[src/rtl/wb_queue.sv]
// wb_queue: write-back buffer in front of the register file's single write port.
//
// Two producers share one enqueue slot. The ALU always wins; the load unit is
// accepted only when the ALU is idle. Accepted requests are kept in an N-entry
// in-order FIFO and drained one per cycle, unless wbStall blocks the drain.
// Pending values are forwarded to decode so it never reads a stale register.
//
// Ports:
//   CLK, Reset                    clock, asynchronous active-high reset
//   aluValid/aluReg/aluValue      ALU write-back request   -> aluReady
//   memValid/memReg/memValue      load write-back request  -> memReady
//   wbStall                       register-file write port busy this cycle
//   RegWrite/writeReg/writeValue  register-file write port (combinational)
//   srcA/srcB                     decode read sources
//   hitA/hitB, fwdA/fwdB          forwarding hit flags and youngest pending values
//   count                         number of valid entries (0..N)
module wb_queue #(
    parameter int W = 16,
    parameter int D = 4,
    parameter int N = 4
) (
    input  logic                 CLK,
    input  logic                 Reset,
    input  logic                 aluValid,
    input  logic [D-1:0]         aluReg,
    input  logic [W-1:0]         aluValue,
    output logic                 aluReady,
    input  logic                 memValid,
    input  logic [D-1:0]         memReg,
    input  logic [W-1:0]         memValue,
    output logic                 memReady,
    input  logic                 wbStall,
    output logic                 RegWrite,
    output logic [D-1:0]         writeReg,
    output logic [W-1:0]         writeValue,
    input  logic [D-1:0]         srcA,
    input  logic [D-1:0]         srcB,
    output logic                 hitA,
    output logic                 hitB,
    output logic [W-1:0]         fwdA,
    output logic [W-1:0]         fwdB,
    output logic [$clog2(N):0]   count
);

    localparam int PW = $clog2(N);
    localparam int CW = PW + 1;

    logic [D-1:0]  reg_q [N];
    logic [D-1:0]  reg_d [N];
    logic [W-1:0]  val_q [N];
    logic [W-1:0]  val_d [N];
    logic [PW-1:0] head_q, head_d;
    logic [PW-1:0] tail_q, tail_d;
    logic [CW-1:0] count_q, count_d;

    logic          space_s;
    logic          store_s;
    logic          deq_s;
    logic [D-1:0]  enq_reg_s;
    logic [W-1:0]  enq_val_s;

    // Handshake, drain strobe and next-state for the FIFO.
    // Ready looks only at the registered count so wbStall never reaches it.
    always_comb begin
        space_s   = (count_q < CW'(N));
        aluReady  = space_s;
        memReady  = space_s && !aluValid;
        enq_reg_s = aluValid ? aluReg   : memReg;
        enq_val_s = aluValid ? aluValue : memValue;
        // Writes to r0 complete the handshake but are dropped here.
        store_s   = ((aluValid && aluReady) || (memValid && memReady))
                    && (enq_reg_s != {D{1'b0}});
        deq_s     = (count_q != {CW{1'b0}}) && !wbStall;

        reg_d  = reg_q;
        val_d  = val_q;
        head_d = head_q;
        tail_d = tail_q;
        if (store_s) begin
            reg_d[tail_q] = enq_reg_s;
            val_d[tail_q] = enq_val_s;
            tail_d        = tail_q + PW'(1);
        end else begin
            tail_d = tail_q;
        end
        if (deq_s) begin
            head_d = head_q + PW'(1);
        end else begin
            head_d = head_q;
        end

        case ({store_s, deq_s})
            2'b10:   count_d = count_q + CW'(1);
            2'b01:   count_d = count_q - CW'(1);
            default: count_d = count_q;
        endcase
    end

    // Register-file write port driven from the head entry.
    always_comb begin
        RegWrite = deq_s;
        if (count_q != {CW{1'b0}}) begin
            writeReg   = reg_q[head_q];
            writeValue = val_q[head_q];
        end else begin
            writeReg   = {D{1'b0}};
            writeValue = {W{1'b0}};
        end
    end

    // Forwarding: walk valid entries oldest to youngest so the last match wins.
    always_comb begin
        logic [PW-1:0] idx;
        hitA = 1'b0;
        hitB = 1'b0;
        fwdA = {W{1'b0}};
        fwdB = {W{1'b0}};
        idx  = {PW{1'b0}};
        for (int i = 0; i < N; i++) begin
            idx = head_q + PW'(i);
            if (CW'(i) < count_q) begin
                if ((srcA != {D{1'b0}}) && (reg_q[idx] == srcA)) begin
                    hitA = 1'b1;
                    fwdA = val_q[idx];
                end else begin
                    hitA = hitA;
                end
                if ((srcB != {D{1'b0}}) && (reg_q[idx] == srcB)) begin
                    hitB = 1'b1;
                    fwdB = val_q[idx];
                end else begin
                    hitB = hitB;
                end
            end else begin
                idx = idx;
            end
        end
    end

    assign count = count_q;

    // FIFO state; reset discards every pending entry immediately.
    always_ff @(posedge CLK or posedge Reset) begin
        if (Reset) begin
            head_q  <= {PW{1'b0}};
            tail_q  <= {PW{1'b0}};
            count_q <= {CW{1'b0}};
            for (int i = 0; i < N; i++) begin
                reg_q[i] <= {D{1'b0}};
                val_q[i] <= {W{1'b0}};
            end
        end else begin
            head_q  <= head_d;
            tail_q  <= tail_d;
            count_q <= count_d;
            reg_q   <= reg_d;
            val_q   <= val_d;
        end
    end

endmodule

[config.mk]
export PLATFORM = sky130hd
export DESIGN_NAME = wb_queue
export DESIGN_NICKNAME = d
export VERILOG_FILES = /design/src/rtl/wb_queue.sv
export SDC_FILE = /design/constraint.sdc
export NUM_CORES = 1
export LEC_CHECK = 0
export ABC_AREA = 1
export CORE_MARGIN = 2
export CORE_UTILIZATION = 45
export DETAILED_ROUTE_END_ITERATION = 10
export PLACE_DENSITY = 0.68
export REMOVE_ABC_BUFFERS = 1
export SLEW_MARGIN = 40
export SYNTH_ARGS = -nofsm -noshare
export SYNTH_HDL_FRONTEND = slang
export SYNTH_SLANG_ARGS = --single-unit
[constraint.sdc]
create_clock -name CLK -period 5.7 [get_ports CLK]
set_input_delay 1.14 -clock CLK [delete_from_list [all_inputs] [get_ports CLK]]
set_output_delay 1.14 -clock CLK [all_outputs]
set_load 0.01 [all_outputs]
==> results.md, run 1 <==
- Status: finished, final reports clean
- Leakage: 4.411 nW
- Cell Pwr Density: about 660 nW/um^2
- Max Root-Sink Buffers: 2
- Fraction of registers with async set/reset: 100.0%
- Final setup vio count: 0
- Starting DRT DRC Count: between 900 and 1000
- Critical path's top delay family: simple AND/OR/NAND/NOR gates
- Top-Level Pins: 113
- GRT overflow: 0
- WHS Path Cells: 2
- Cell variety after synth: 28
- CP peak stage delay: about 860 ps
- Filler instances: ~1700
- Via density: 5.294
- Clock buffer count from CTS: 9
- RR Startpoint: count[2]$_DFFE_PP0P_
- Largest net degree at the start of global routing: 82
- Actual slew at the worst max-slew pin: 830.2 ps
- RSZ-0062 raised after global routing: no
- Clock Sinks: 87
- Multi-input logic area: 4646 um^2
- Synthesis Warnings: 0
- Setup slack after layout: 421.6 ps
- Critical Path AT: 4140 ps
- Share of cells above drive strength 1: ~4.3%
- Sequential cell area: 2181 um^2
- Total Die Area: 18110 um^2
- Main synth FF type: dfrtp_1
- Placed Area: roughly 9000 um^2
- Tcrit/Tclk final: approximately 93%
- Crit path kind: reg -> out
- Antenna-violating nets left: 0
- Worst EP required: 4560 ps
- GR Util All Layers: 28.67%
- Post-CTS setup buffers: 0
- DRC: 0
- IO Port Bufs: 112
- Pwr Total: approximately 6.0 mW
- Worst Setup Start Kind: register
- Critical Path Sink Type: primary output
- Hold Path End: val_q[31]$_DFFE_PP0P_
- Max Cap Viol: 0
- DR WL/cell: 15.78 um
- DP Worst Slack: between 700 and 800 ps
- Min Clock Period, post-route: roughly 5300 ps
- Sequential-to-total area share from yosys stat: 28.38%
- Crit Path Max Fanout: 77
- Max_slew headroom: 44.59%
- Routed wire length: roughly 25000 um
- Crit path top cell by count: nand2_1
- Die Y: 134.6 um
- Hold Buf Count CTS: 0
- CP Buf/Inv Count: 2
- Initial Util: a little under half
- Max-slew violation count: 0
- Root Buffer: clkbuf_16
- CP cell instances: inv_2, nand2_1, nand2_4, nand2_1, nand2_1, nand2_1, nand2_1, nor2_4, nand3_4, nand3_1, nand3_1, nand2_1, nand2_1, clkdlybuf4s50_1
- Register bit count reported by yosys: just under 90
- Post-CTS sizing: 0
- Hold path start: val_q[31]$_DFFE_PP0P_
- Reg2Reg Depth: 6
- Area grow syn2layout: 19.31%
- Global-route wire length before repair: 40810 um
- Final hold vios: 0
- Clock Skews: between 5 and 6 ps
- Worst-path clk slew: roughly 70 ps
- Num rows: 47
- Vias in the first global route: between 7000 and 8000
- DPL Wire Length: between 15000 and 20000 um
- Routability-driven placement congestion ratio: between 0.9 and 1
- Synth Cell Area: 7671 um^2
- Slowest stage cell, crit path: dfrtp_4
- Pre-antenna DRT Iters: 6
- Mean Syn Cell Area: 5.829 um^2
- Die X: ~130 um
- Initial antenna violation count: 0
- Via Count: 8476
- R2R Setup Slk: 3230 ps
- Ant diodes: 0
- CTS tree: done
- Post-route cell area: ~9200 um^2
- Worst vdd ir: 0.3580 mV
- FMAX: 189.5 MHz
- EDFF count, synth: 0
- H-Tree Level Count: 3
- Tightest Hold Check Type: reg -> reg
- Worst R2R End: reg_q[15]$_DFFE_PP0P_
- Worst-Skew Late Latency: 360 ps
- Floorplan core area: between 15000 and 20000 um^2
- Syn Inst Count: 1316
- Nets: 1438
metrics by stage:
stage                     TNS (ps)  util [%]  hold WS, ps  std cells
final                            0     55.00        524.0       1601
after global routing             0     55.00        551.3       1601
after CTS                        0     54.98        522.4       1601
after detailed placement         0     53.18        507.3       1585
after global placement           0     52.92        500.7       1583
after floorplan              -5350         -        484.8       1235
worst max path at each step:
stage | slack, ps | depth (start not counted) | start | to
final | 420 | 14 | head_q[0]$_DFFE_PP0P_ | fwdB[6]
after global routing | 110 | 14 | head_q[0]$_DFFE_PP0P_ | fwdB[7]
after CTS | 460 | 14 | head_q[0]$_DFFE_PP0P_ | fwdB[9]
after detailed placement | 750 | 13 | srcB[2] | fwdB[9]
after global placement | 730 | 13 | srcB[3] | fwdB[9]
after floorplan | -160 | 13 | head_q[0]$_DFFE_PP0P_ | fwdA[0]
cells in the mapped netlist, types with 3 or more instances:
cell type	count	area (um^2)
nor2_4	6	67.56
o21ai_0	209	1046
buf_1	4	15.01
buf_4	9	67.56
inv_2	3	11.26
xor2_1	11	96.34
buf_6	4	45.04
nand3_1	109	545.5
nand2_2	5	31.28
nor2_1	108	405.4
nand4_1	32	200.2
ha_1	9	112.6
a21oi_1	6	30.03
buf_2	37	185.2
clkbuf_1	27	101.4
o21ai_1	14	70.07
nand2_1	503	1888
inv_1	120	450.4
dfrtp_1	87	2177
sequential cells by signal, indices dropped and copies added (netlist names):
register,cells
count,3
reg_q,16
head_q,2
val_q,64
tail_q,2
layout make-up:
cell class                      count  share of cell area [%]
Sequential cell                    87                   23.83
Clock inverter                      4                  0.5878
Inverter                          124                   5.099
Multi-Input combinational cell   1024                   50.76
Tap cell                          220                   3.008
Timing Repair Buffer              130                   14.03
Clock buffer                       12                   2.693
placed cells by master, fill, tap and decap left out, types with 4 or more instances in the layout:
master / Yosys / final
nor2_1: 108 / 104
clkdlybuf4s50_1: 0 / 112
nand3_1: 109 / 109
xor2_1: 11 / 11
nand4_1: 32 / 32
o21ai_0: 209 / 209
nand2_2: 5 / 5
clkbuf_16: 0 / 9
ha_1: 9 / 9
inv_1: 120 / 118
dfrtp_1: 87 / 86
o21ai_1: 14 / 14
inv_2: 3 / 4
a21oi_1: 6 / 6
buf_4: 9 / 16
nor2_4: 6 / 8
nor2_2: 2 / 4
nand2_1: 503 / 503
worst reg2reg max path, cell delays in order, from the launching register on:
cell	delay, ps
dfrtp_1	530
nor2_1	240
o41ai_4	100
buf_4	290
nor2_2	650
buf_4	400
o21ai_0	140
kinds of logic (layout without fill, tap and decap cells):
kind of cell               Yosys count  in the layout  synth area share, %
and+or+nand+nor                    769            769                41.77
AOI/OAI and AO/OA                  233            233                15.43
buffers and inverters              205            270                11.47
DFF                                 87             87                28.38
xor gates and xnor gates            13             13                1.484
adders and majority gates            9              9                1.468
power breakdown:
part,leakage [nW],internal [mW],total (mW),switching (mW)
combinational,3.20,1.46,4.22,2.76
sequential,1.08,0.915,1.16,0.249
clock,0.139,0.354,0.633,0.278
total,4.41,2.73,6.02,3.29
layer usage:
| layer | track usage, % | vias to the layer above | part of all wire [%] |
|---|---|---|---|
| met4 | 8.538 | 0 | 2.0 |
| li1 | - | 4314 | - |
| met3 | 3.529 | 34 | 5.9 |
| met1 | 40.29 | 3822 | 47 |
| met5 | 0 | - | 0 |
| met2 | 46.40 | 306 | 45 |
No activity file was read; power rests on OpenSTA's default activity.
==> inputs of run 2 (changes only) <==
--- a/config.mk
+++ b/config.mk
@@ -9,6 +9,7 @@
 export CORE_MARGIN = 2
 export CORE_UTILIZATION = 45
 export DETAILED_ROUTE_END_ITERATION = 10
+export GPL_ROUTABILITY_DRIVEN = 0
 export PLACE_DENSITY = 0.68
 export REMOVE_ABC_BUFFERS = 1
 export SLEW_MARGIN = 40
==> results.md, run 2 (synthesis gave the netlist of run 1 again) <==
- Post-route cell area: 9190 um^2
- GRT overflow: 0
- Max FFs per register: 64
- Share of cells above drive strength 1: 4.549%
- Tightest Hold Check Type: reg -> reg
- DP Cell Count: 1589
- Initial Util: around 46%
- Post-CTS sizing: 0
- Critical Path AT: between 3000 and 4000 ps
- Starting DRT DRC Count: 908
- Slowest stage cell, crit path: clkdlybuf4s50_1
- Die X: 134.6 um
- DPL Wire Length: 17080 um
- Antenna-violating nets left: 0
- Most frequent cells in the layout: nand2_1 (503), o21ai_0 (209), inv_1 (118), clkdlybuf4s50_1 (112), nand3_1 (109)
- Cell Pwr Density: 652.0 nW/um^2
- Initial antenna violation count: 0
- Largest reg by FF count: val_q
- Clock Sinks: 87
- Area grow syn2layout: 19.80%
- Crit Path Max Fanout: 17
- Vias in the first global route: 7604
- Top-Level Pins: 113
- Total Die Area: 18110 um^2
- DRC: 0
- Worst EP required: approximately 4600 ps
- Via Count: 8478
- CP peak stage delay: 550 ps
- Floorplan core area: approximately 17000 um^2
- Clock Skews: a little under 7 ps
- Leakage: 4.438 nW
- Max_slew headroom: 48.39%
- Worst vdd ir: 0.3294 mV
- CP cell instances: clkdlybuf4s50_1, inv_1, nand3_1, inv_1, nor2_1, nand2_1, nor2_4, nand3_4, nand3_1, nand3_1, nand2_1, nand2_1, clkdlybuf4s50_1
- Worst-path clk slew: 70 ps
- Max Cap Viol: 0
- Root Buffer: clkbuf_16
- Global-route wire length before repair: 39720 um
- Hold Buf Count CTS: 0
- H-Tree Level Count: 3
- Worst Setup Start Kind: input port
- Final Non-Filler Cells: 1605
- Final hold vios: 0
- Final setup vio count: 0
- DR WL/cell: between 15 and 20 um
- Min Clock Period, post-route: 4964 ps
- IO Port Bufs: 112
- Routed wire length: around 25000 um
- Post-CTS setup buffers: 0
- DP Worst Slack: between 800 and 900 ps
- Max-slew violation count: 0
- Pre-antenna DRT Iters: 6
- CTS tree: done
- Actual slew at the worst max-slew pin: roughly 770 ps
- RSZ-0062 raised after global routing: no
- Max Root-Sink Buffers: 2
- Crit path kind: in -> out
- Largest net degree at the start of global routing: 79
- FMAX: 201.5 MHz
- Via density: 5.282
- GR Util All Layers: between 20% and 30%
- Post-layout util: 55.22%
- Placed Area: 8891 um^2
- Num rows: 47
- Ant diodes: 0
- Worst-Skew Late Latency: 360 ps
- Clock buffer count from CTS: 9
- Tcrit/Tclk final: 87.09%
- Die Y: between 100 and 150 um
- Critical Path Sink Type: primary output
- Commonest non-fill, non-tap cell in the layout: nand2_1
- Setup slack after layout: 736.0 ps
- Nets: 1442
- Final setup TNS: 0 ps
- Status: finished, final reports clean
-- run 2: cell count changes in the layout (fill, tap and decap cells not counted), sizes merged --
cell | previous run | this run
clkbuf | 12 | 11
clkinvlp | 2 | 1
clkinv | 2 | 4
buf | 18 | 22
-- run 2: layer usage --
layer | part of all wire [%] | wire, um | GRT usage [%]
met5 | 0 | 0 | 0
met4 | 1.6 | 403 | 7.368
met1 | 46 | 11380 | 38.63
met3 | 5.5 | 1365 | 3.416
met2 | 47 | 11450 | 45.78
-- run 2: where the power goes --
part           switching [mW]  leakage, nW  internal (mW)
Sequential              0.186         1.08          0.917
Combinational            2.78         3.22           1.48
Clock                   0.271        0.146          0.352
-- run 2: layout make-up --
type / count / area, um^2
Fill cell: 1705 / 7452
Multi-Input combinational cell: 1024 / 4643
Tap cell: 220 / 275.3
Inverter: 124 / 470.5
Clock buffer: 11 / 242.7
Clock inverter: 5 / 56.30
Sequential cell: 87 / 2181
Timing Repair Buffer: 134 / 1321
-- run 2: path summary, 6_finish.rpt --
check,end,cells after the start,from,slack (ps)
worst max-delay path,fwdB[2],13,srcB[3],740
worst min-delay path,val_q[26]$_DFFE_PP0P_,2,val_q[26]$_DFFE_PP0P_,530
worst max register to register,reg_q[15]$_DFFE_PP0P_,7,count[2]$_DFFE_PP0P_,3250
worst min register to register,val_q[26]$_DFFE_PP0P_,2,val_q[26]$_DFFE_PP0P_,530
max in group asynchronous,val_q[30]$_DFFE_PP0P_,3,Reset,3700
min in group asynchronous,val_q[0]$_DFFE_PP0P_,2,Reset,1160
-- run 2: through the flow --
stage / total power [mW] / hold slack (ps)
global route: 6.574 / 551.1
floorplan: 3.707 / 484.8
CTS: 5.964 / 523.9
global placement: 5.244 / 501.0
detailed placement: 5.315 / 508.5
finish: 5.992 / 526.8
-- run 2: critical path, delay by kind of cell --
family / cells / cell delay [ps]
buf+inv: 4 / 1240
simple gates: 9 / 1430
==> inputs of run 3 (changes only) <==
--- a/config.mk
+++ b/config.mk
@@ -12,6 +12,7 @@
 export GPL_ROUTABILITY_DRIVEN = 0
 export PLACE_DENSITY = 0.68
 export REMOVE_ABC_BUFFERS = 1
+export SKIP_CTS_REPAIR_TIMING = 1
 export SLEW_MARGIN = 40
 export SYNTH_ARGS = -nofsm -noshare
 export SYNTH_HDL_FRONTEND = slang
==> results of run 3 <==
Final layout, timing and power as in run 2 (identical DEF).
